==> config.mk <==
export PLATFORM = sky130hd
export DESIGN_NAME = pipelined_add_sub
export DESIGN_NICKNAME = d
export VERILOG_FILES = /design/src/rtl/pipelined_add_sub.sv
export SDC_FILE = /design/constraint.sdc
export NUM_CORES = 1
export LEC_CHECK = 0
export ABC_AREA = 1
export CAP_MARGIN = 20
export CORE_MARGIN = 5
export CORE_UTILIZATION = 30
export DETAILED_ROUTE_END_ITERATION = 8
export GPL_TIMING_DRIVEN = 0
export SLEW_MARGIN = 20
export SYNTH_ARGS = -nofsm -noshare
export SYNTH_HDL_FRONTEND = slang
export SYNTH_SLANG_ARGS = --single-unit
==> constraint.sdc <==
create_clock -name clk -period 4.2 [get_ports clk]
set_input_delay 0.42 -clock clk [delete_from_list [all_inputs] [get_ports clk]]
set_output_delay 0.42 -clock clk [all_outputs]
set_load 0.005 [all_outputs]
==> src/rtl/pipelined_add_sub.sv <==
// Carry-sliced add/subtract: STAGES registers from operands to sum/cout/ovf.
// A single advance enable (out_ready || !out_valid) moves or freezes the whole pipeline.
module pipelined_add_sub #(
  parameter int WIDTH  = 16,
  parameter int STAGES = 4
) (
  input  logic             clk,
  input  logic             rst,
  input  logic             in_valid,
  output logic             in_ready,
  input  logic [WIDTH-1:0] a,
  input  logic [WIDTH-1:0] b,
  input  logic             cin,
  input  logic             sub,
  output logic             out_valid,
  input  logic             out_ready,
  output logic [WIDTH-1:0] sum,
  output logic             cout,
  output logic             ovf
);

  localparam int SW   = WIDTH / STAGES;
  localparam int LAST = STAGES - 1;

  // Per-stage registers: skewed operands, partial sum, slice carry, valid
  logic [WIDTH-1:0]  a_q [STAGES];
  logic [WIDTH-1:0]  b_q [STAGES];
  logic [WIDTH-1:0]  s_q [STAGES];
  logic [STAGES-1:0] c_q;
  logic [STAGES-1:0] v_q;
  logic              ovf_q;

  logic [WIDTH-1:0]  st_a [STAGES];
  logic [WIDTH-1:0]  st_b [STAGES];
  logic [WIDTH-1:0]  st_s [STAGES];
  logic [STAGES-1:0] st_c;
  logic [WIDTH-1:0]  nx_s [STAGES];
  logic [STAGES-1:0] nx_c;
  logic              nx_ovf;
  logic              en;

  assign out_valid = v_q[LAST];
  assign en        = out_ready || !out_valid;
  assign in_ready  = en;
  assign sum       = s_q[LAST];
  assign cout      = c_q[LAST];
  assign ovf       = ovf_q;

  // Stage 0 works straight off the ports; B is inverted once here for subtract.
  always_comb begin
    st_a[0] = a;
    st_b[0] = sub ? ~b : b;
    st_c[0] = cin;
    st_s[0] = '0;
    for (int k = 1; k < STAGES; k++) begin
      st_a[k] = a_q[k-1];
      st_b[k] = b_q[k-1];
      st_c[k] = c_q[k-1];
      st_s[k] = s_q[k-1];
    end
  end

  always_comb begin
    logic [SW:0] t;
    t = '0;
    for (int k = 0; k < STAGES; k++) begin
      t = {1'b0, st_a[k][k*SW +: SW]} + {1'b0, st_b[k][k*SW +: SW]} + {{SW{1'b0}}, st_c[k]};
      nx_s[k]              = st_s[k];
      nx_s[k][k*SW +: SW]  = t[SW-1:0];
      nx_c[k]              = t[SW];
    end
    // Carry into the MSB is recovered as a ^ b' ^ sum at that bit.
    nx_ovf = st_a[LAST][WIDTH-1] ^ st_b[LAST][WIDTH-1] ^ nx_s[LAST][WIDTH-1] ^ nx_c[LAST];
  end

  always_ff @(posedge clk or posedge rst) begin
    if (rst) begin
      for (int k = 0; k < STAGES; k++) begin
        a_q[k] <= '0;
        b_q[k] <= '0;
        s_q[k] <= '0;
      end
      c_q   <= '0;
      v_q   <= '0;
      ovf_q <= 1'b0;
    end else if (en) begin
      v_q[0] <= in_valid;
      for (int k = 1; k < STAGES; k++) begin
        v_q[k] <= v_q[k-1];
      end
      for (int k = 0; k < STAGES; k++) begin
        a_q[k] <= st_a[k];
        b_q[k] <= st_b[k];
        s_q[k] <= nx_s[k];
      end
      c_q   <= nx_c;
      ovf_q <= nx_ovf;
    end
  end

endmodule

==> metrics.csv, run 1 <==
stage,metric,value,unit
worst_hold_path,worst hold path type,in -> async,
detailed_routing,DRT iter0 DRCs,176,
floorplan,DIE AREA,17600,µm²
logic_synthesis,asr flop ratio synth,100,%
logic_synthesis,register area share after synthesis,53.8,%
logic_synthesis,Synth Instances,478,
critical_path,CP startpoint kind,primary input,
timing,Fin Setup TNS,0,ns
clock_tree,Worst-Skew Late Latency,0.34,ns
placed_design,dpl ws,1.91,ns
cells_and_area,post-route insts no fill,735,
cells_and_area,share of layout cells above drive strength 1,11.6,%
grt,largest net degree at the start of global routing,82,
critical_path,critical path class,in -> out,
timing,min setup slack post-route,1.92,ns
clock_tree,CTS tree,done,
logic_synthesis,ranking of synthesized cells by area,"dfrtp_1 54%, nand2_1 16%, buf_6 4.2%",
grt,All-Layer GR Usage,11.7,%
grt,wire length of the first global-routing pass,16700,µm
timing,Setup-failing EPs final,0,
cells_and_area,nets,604,
detailed_routing,DRT antenna net count,0,
logic_synthesis,top_reg_cell synth,dfrtp_1,
placed_design,Placed Instances,719,
timing,Max Clock Freq,0.440,GHz
power_and_ir_drop,worst vdd ir,0.000217,V
clock_tree,clock buffer count from CTS,9,
detailed_routing,post-detailed-route wirelength per cell,13.2,µm
floorplan,num ports,58,
placed_design,PortBufs,56,
clock_tree,clk buf depth,2,
logic_synthesis,"FF+latch count, synth",97,
timing,skew final,0.0113,ns
timing,Period minus WS final,2.28,ns
cells_and_area,n_diodes,0,
power_and_ir_drop,leakage,2.72,nW
clock_tree,H-Tree Depth,3,
clock_tree,clk slew on worst S/H paths,0.07,ns
clock_tree,PostCTS Resize Cnt,0,
logic_synthesis,Post-Synthesis Cell Area,4510,µm²
placed_design,routability cong.,0.804,
timing,Final Max Slew Viols,0,
clock_tree,Post-CTS Setup Bufs,0,
logic_synthesis,Post-Syn Nets,536,
logic_synthesis,Syn Area/Cell,9.44,µm²
logic_synthesis,largest family of logic cells by synthesized area,simple AND/OR/NAND/NOR gates,
logic_synthesis,share of the synthesized area in compound gates (AO/OA/AOI/OAI),7.76,%
timing,final hold violations,0,
grt,vias in the first global route,3318,
logic_synthesis,Adder-Cell Fraction of Synth Area,6.88,%
cells_and_area,Final Util,38.3,%
power_and_ir_drop,pwr/cell area,698,nW/µm²
timing,Tcrit/Tclk final,54.2,%
critical_path,CP endpoint kind,output port,
grt,GR Overflow Total,0,
detailed_routing,Pre-antenna DRT Iters,4,
logic_synthesis,Synth Area in Simple Gates,20.2,%
timing,Tightest Pin Transition,0.402,ns
run,Max Cap Viol,0,
floorplan,core area,14600,µm²
detailed_routing,vias per cell,4.39,
floorplan,row count,44,
critical_path,crit path DAT,1.86,ns
floorplan,die height,133,µm
detailed_routing,Via Count,3224,
logic_synthesis,yosys warns,0,
run_status,status,"complete, no violations",
logic_synthesis,XOR/XNOR share of the synthesized area,3.30,%
logic_synthesis,"area leader, netlist",dfrtp_1,
timing,max_slew headroom,73.2,%
detailed_routing,DRC,0,
logic_synthesis,top-area cell type share of the netlist area,53.8,%
logic_synthesis,Post-synth EDFFs,0,
cells_and_area,P&R area growth vs syn,24.4,%
clock_tree,CTS sink cnt,97,
grt,initial antenna violation count,0,
timing,RSZ-0062 raised after global routing,false,
power_and_ir_drop,Final Total Pwr,3.92,mW
clock_tree,clk root buf,clkbuf_16,
clock_tree,hold bufs inserted after CTS,0,
floorplan,Die X,133,µm
logic_synthesis,Yosys cell types,23,
logic_synthesis,dominant cell by count in the synthesized netlist,nand2_1,
critical_path,Required @ worst endpoint,3.78,ns
logic_synthesis,mux share of post-synthesis cell area,0,%
floorplan,initial core utilization,30.8,%
placed_design,hpwl dp,7140,µm
detailed_routing,final wirelength,9720,µm
critical_path,CP Max Fanout,10,
logic_synthesis,Post-synth top cells,"198 x nand2_1, 97 x dfrtp_1, 37 x o21ai_0",
==> area by class of cell <==
class | count | area, µm²
Timing Repair Buffer | 57 | 588
Multi-Input combinational cell | 325 | 1720
Sequential cell | 97 | 2430
Clock buffer | 9 | 225
Fill cell | 1482 | 9030
Inverter | 33 | 129
Clock inverter | 7 | 52.6
Tap cell | 184 | 230
Buffer | 23 | 241
==> where the power goes <==
group	switching, mW	internal (mW)	total (mW)
registers	0.224	1.35	1.57
logic	0.857	0.719	1.58
clock network	0.365	0.406	0.771
==> layer usage <==
metal / GRT usage, % / vias up / routed length [µm]
met1: 16.2 / 1515 / 4770
met4: 4.68 / 0 / 164
met2: 18.3 / 75 / 4530
met3: 1.97 / 12 / 261
li1: - / 1622 / -
met5: 0 / - / 0
==> worst paths after layout <==
path                            from       end  slack, ns  cells past startpoint
max                        out_ready  in_ready       1.92                      6
max in group asynchronous        rst    v_q[3]       3.19                      3
max reg2reg                  a_q[28]       ovf       2.31                      8
min                              rst   b_q[31]       0.37                      2
min in group clk                 sub   b_q[59]       0.41                      3
min reg2reg                   v_q[2]    v_q[3]       0.44                      2
==> placed cells by master (no fill, tap or decap) <==
| cell type | netlist | routed |
|---|---|---|
| a21oi_1 | 3 | 3 |
| a21oi_2 | 3 | 3 |
| buf_16 | 0 | 1 |
| buf_2 | 4 | 4 |
| buf_6 | 17 | 17 |
| buf_8 | 2 | 2 |
| clkbuf_16 | 0 | 9 |
| clkdlybuf4s50_1 | 0 | 56 |
| clkinv_2 | 0 | 2 |
| clkinv_4 | 0 | 2 |
| clkinvlp_4 | 0 | 1 |
| dfrtp_1 | 97 | 97 |
| fa_1 | 8 | 8 |
| ha_1 | 12 | 12 |
| inv_1 | 32 | 31 |
| inv_2 | 1 | 1 |
| inv_6 | 0 | 3 |
| nand2_1 | 198 | 198 |
| nand3_1 | 9 | 9 |
| nand3_2 | 4 | 4 |
| nor2_1 | 9 | 9 |
| nor2_2 | 4 | 4 |
| nor2_4 | 1 | 1 |
| o21ai_0 | 37 | 37 |
| o21ai_1 | 9 | 9 |
| o21ai_2 | 9 | 9 |
| or2_1 | 1 | 1 |
| or2_2 | 1 | 1 |
| xnor2_1 | 13 | 13 |
| xor2_1 | 4 | 4 |
==> state kept, by name, summed over array words and instances, names as in the netlist <==
signal and count:
sum 16, nx_s 24, a_q 24, ovf 1, b_q 24, v_q 4
c_q 4
==> stage by stage <==
step | hold slack, ns | area, µm²
global placement | 0.436 | 5300
detailed placement | 0.430 | 5340
finish | 0.373 | 5610
global route | 0.400 | 5610
CTS | 0.370 | 5610
floorplan | 0.422 | 4510
==> cells by family (layout without fill, tap and decap cells) <==
| group | after synthesis | count (layout) |
|---|---|---|
| fa+ha+maj | 20 | 20 |
| flops | 97 | 97 |
| buf+inv | 56 | 129 |
| simple gates | 227 | 227 |
| xor+xnor | 17 | 17 |
| compound gates | 61 | 61 |
==> worst max-delay path, cell delays in order <==
cell and delay (ns):
clkdlybuf4s50_1 0.50, nor2_4 0.06, inv_2 0.05, buf_6 0.16, buf_6 0.15, clkdlybuf4s50_1 0.50
No activity file was read; power rests on OpenSTA's default activity.
==> inputs of run 2 (changes only) <==
- clock period: 4.2 -> 2.05 ns (I/O delays scaled with it)
==> run 2 against run 1 <==
Net effect:
- clock skew is 0.0044 ns lower
- cell count is 0.14% higher
- hold slack worse by 0.18 ns
- count of clock-buffer cells in the layout is 2 higher
- total power is 110% higher
- critical endpoint unchanged
- largest cell class unchanged
- largest power group unchanged
- highest routed layer unchanged
==> metrics.csv, run 2 (synthesized netlist as in run 1, its figures left out) <==
stage,metric,value,unit,change
clock_tree,clk slew on worst S/H paths,0.07,ns,about the same
power_and_ir_drop,leakage,2.75,nW,+1.2%
cells_and_area,"most common cell after layout, fill and taps aside",nand2_1,,
detailed_routing,Top Metal Used,met4,,
timing,Tightest Pin Transition,0.519,ns,+0.117 ns
timing,max_slew headroom,65.3,%,-7.9 points
grt,All-Layer GR Usage,12.2,%,+0.52 points
critical_path,CP max stage cell,clkdlybuf4s50_1,,
detailed_routing,DRT antenna net count,0,,unchanged
critical_path,CP startpoint kind,flip-flop,,
clock_tree,H-Tree Depth,3,,unchanged
worst_hold_path,Worst Hold Path EP,b_q[54],,
critical_path,R2R depth,8,,unchanged
floorplan,Die X,133,µm,unchanged
detailed_routing,post-route met1 wirelength,4690,µm,-1.6%
critical_path,CP Max Fanout,10,,unchanged
placed_design,PortBufs,56,,unchanged
placed_design,routability cong.,0.794,,-1.3%
grt,wire length of the first global-routing pass,17400,µm,+4.6%
timing,Max Clock Freq,0.508,GHz,
clock_tree,clk buf depth,2,,unchanged
detailed_routing,Via Count,3267,,+1.3%
power_and_ir_drop,Clock Power Share,20.7,%,+1.0 points
timing,Hold Slack,0.190,ns,-0.182 ns
critical_path,crit path DAT,1.76,ns,-0.10 ns
timing,Period minus WS final,1.97,ns,
critical_path,R2R Path End,ovf,,
critical_path,critical path class,reg -> out,,
clock_tree,CTS tree,done,,
clock_tree,CTS sink cnt,97,,unchanged
detailed_routing,post-detailed-route wirelength per cell,13.7,µm,+3.8%
worst_hold_path,WHS Path Cells,3,,
cells_and_area,n_diodes,0,,unchanged
placed_design,hpwl dp,7450,µm,+4.3%
run_status,status,"complete, no violations",,
worst_hold_path,hold path startpoint,sub,,
cells_and_area,nets,606,,+0.33%
grt,vias in the first global route,3491,,+5.2%
power_and_ir_drop,Pint,5.26,mW,+110%
run,Max Cap Viol,0,,unchanged
power_and_ir_drop,Sw Pwr,2.99,mW,+110%
cells_and_area,fin area,5680,µm²,+1.2%
critical_path,CP endpoint kind,output port,,
worst_hold_path,worst hold path type,in -> reg,,
critical_path,r2r setup slk,0.15,ns,-2.16 ns
power_and_ir_drop,combinational share of power,40.0,%,-0.2 points
critical_path,CP Buf/Inv Count,5,,unchanged
floorplan,DIE AREA,17600,µm²,unchanged
detailed_routing,Pre-antenna DRT Iters,5,,+1
detailed_routing,final wirelength,10100,µm,+4.0%
timing,Tcrit/Tclk final,95.9,%,
detailed_routing,Met3 Wirelength,293,µm,+12%
clock_tree,PostCTS Resize Cnt,0,,unchanged
power_and_ir_drop,Reg power frac,39.3,%,-0.8 points
timing,Setup-failing EPs final,0,,unchanged
critical_path,Slowest Stage Delay on Critical Path,0.51,ns,about the same
critical_path,"CP delay by family, top",buffers and inverters,,
timing,skew final,0.00691,ns,-0.00439 ns
detailed_routing,DRT iter0 DRCs,189,,+7.4%
critical_path,cells along the critical path,inv_1 -> nor2_4 -> inv_2 -> buf_8 -> buf_6 -> clkdlybuf4s50_1,,
detailed_routing,DRC,0,,unchanged
cells_and_area,share of layout cells above drive strength 1,11.8,%,+0.16 points
cells_and_area,P&R area growth vs syn,25.9,%,
clock_tree,Post-CTS Setup Bufs,0,,unchanged
timing,Final Max Slew Viols,0,,unchanged
floorplan,die height,133,µm,unchanged
power_and_ir_drop,Final Total Pwr,8.25,mW,+110%
power_and_ir_drop,worst vdd ir,0.000657,V,+200%
floorplan,initial core utilization,30.8,%,unchanged
timing,final hold violations,0,,unchanged
clock_tree,Worst-Skew Late Latency,0.34,ns,about the same
critical_path,Required @ worst endpoint,1.85,ns,-1.93 ns
grt,initial antenna violation count,0,,unchanged
detailed_routing,vias per cell,4.44,,+1.2%
power_and_ir_drop,Sw Ratio,36.2,%,-0.70 points
timing,RSZ-0062 raised after global routing,false,,
power_and_ir_drop,pwr/cell area,1450,nW/µm²,+110%
detailed_routing,met2 wire length,4920,µm,+8.7%
floorplan,core area,14600,µm²,unchanged
critical_path,FF-to-FF Start,a_q[28],,
clock_tree,clk root buf,clkbuf_16,,
floorplan,num ports,58,,unchanged
cells_and_area,# fillers,1478,,-0.27%
placed_design,Post-DP Area,5380,µm²,+0.73%
grt,largest net degree at the start of global routing,35,,-57%
floorplan,row count,44,,unchanged
clock_tree,hold bufs inserted after CTS,0,,unchanged
clock_tree,clock buffer count from CTS,9,,unchanged
cells_and_area,most frequent cells in the layout,"198 x nand2_1, 97 x dfrtp_1, 56 x clkdlybuf4s50_1",,
grt,GR Overflow Total,0,,unchanged
run 2: cell count changes in the layout (fill, tap and decap cells not counted):
cell | previous run | this run
buf_8 | 2 | 3
inv_6 | 3 | 0
bufinv_16 | 0 | 1
clkbuf_8 | 0 | 2
clkinv_2 | 2 | 1
buf_12 | 0 | 2
buf_6 | 17 | 16
run 2: final cells by class:
| type | count | area, µm² | share of cell area (%) |
|---|---|---|---|
| Sequential cell | 97 | 2430 | 42.7 |
| Multi-Input combinational cell | 325 | 1720 | 30.3 |
| Timing Repair Buffer | 59 | 628 | 11.0 |
| Clock buffer | 11 | 253 | 4.45 |
| Buffer | 23 | 245 | 4.31 |
| Tap cell | 184 | 230 | 4.05 |
| Inverter | 33 | 128 | 2.25 |
| Clock inverter | 4 | 52.6 | 0.924 |
run 2: through the flow:
| step | util, % | std cells | setup TNS, ns | worst slack (ns) |
|---|---|---|---|---|
| detailed placement | 36.7 | 721 | 0 | 0.0692 |
| global placement | 36.2 | 718 | -27.67 | -0.291 |
| floorplan | - | 478 | 0 | 0.332 |
| global route | 38.8 | 736 | 0 | 0.00293 |
| finish | 38.8 | 736 | 0 | 0.0834 |
| CTS | 38.8 | 736 | 0 | 0.0568 |
run 2: power by group through the flow:
stage                     Clock [mW]  Combinational, mW  Sequential, mW
after floorplan                    0               2.17            3.17
after global placement             0               3.16            3.23
after detailed placement           0               3.28            3.27
after CTS                       1.75               3.32            3.24
after global routing            1.84               3.74            3.33
final                           1.71               3.30            3.24
run 2: worst max-delay path by stage:
stage / start / endpoint / cells after the start
global route: v_q[3] / in_ready / 6
finish: v_q[3] / in_ready / 6
floorplan: a_q[28] / ovf / 8
detailed placement: b[0] / c_q[0] / 9
global placement: rst / nx_s[32] / 2
CTS: v_q[3] / in_ready / 6
run 2: metal layers:
metal | track usage (%) | vias up
met4 | 4.85 | 0
met5 | 0 | -
li1 | - | 1631
met2 | 20.2 | 82
met1 | 16.2 | 1540
met3 | 1.82 | 14
run 2: worst reg2reg max path, cell delays in order (launching register included):
cell	delay, ns
dfrtp_1	0.40
fa_1	0.49
fa_1	0.44
nand2_1	0.11
nand2_1	0.06
nand2_1	0.10
nand2_1	0.09
nand3_2	0.08
nand2_1	0.05
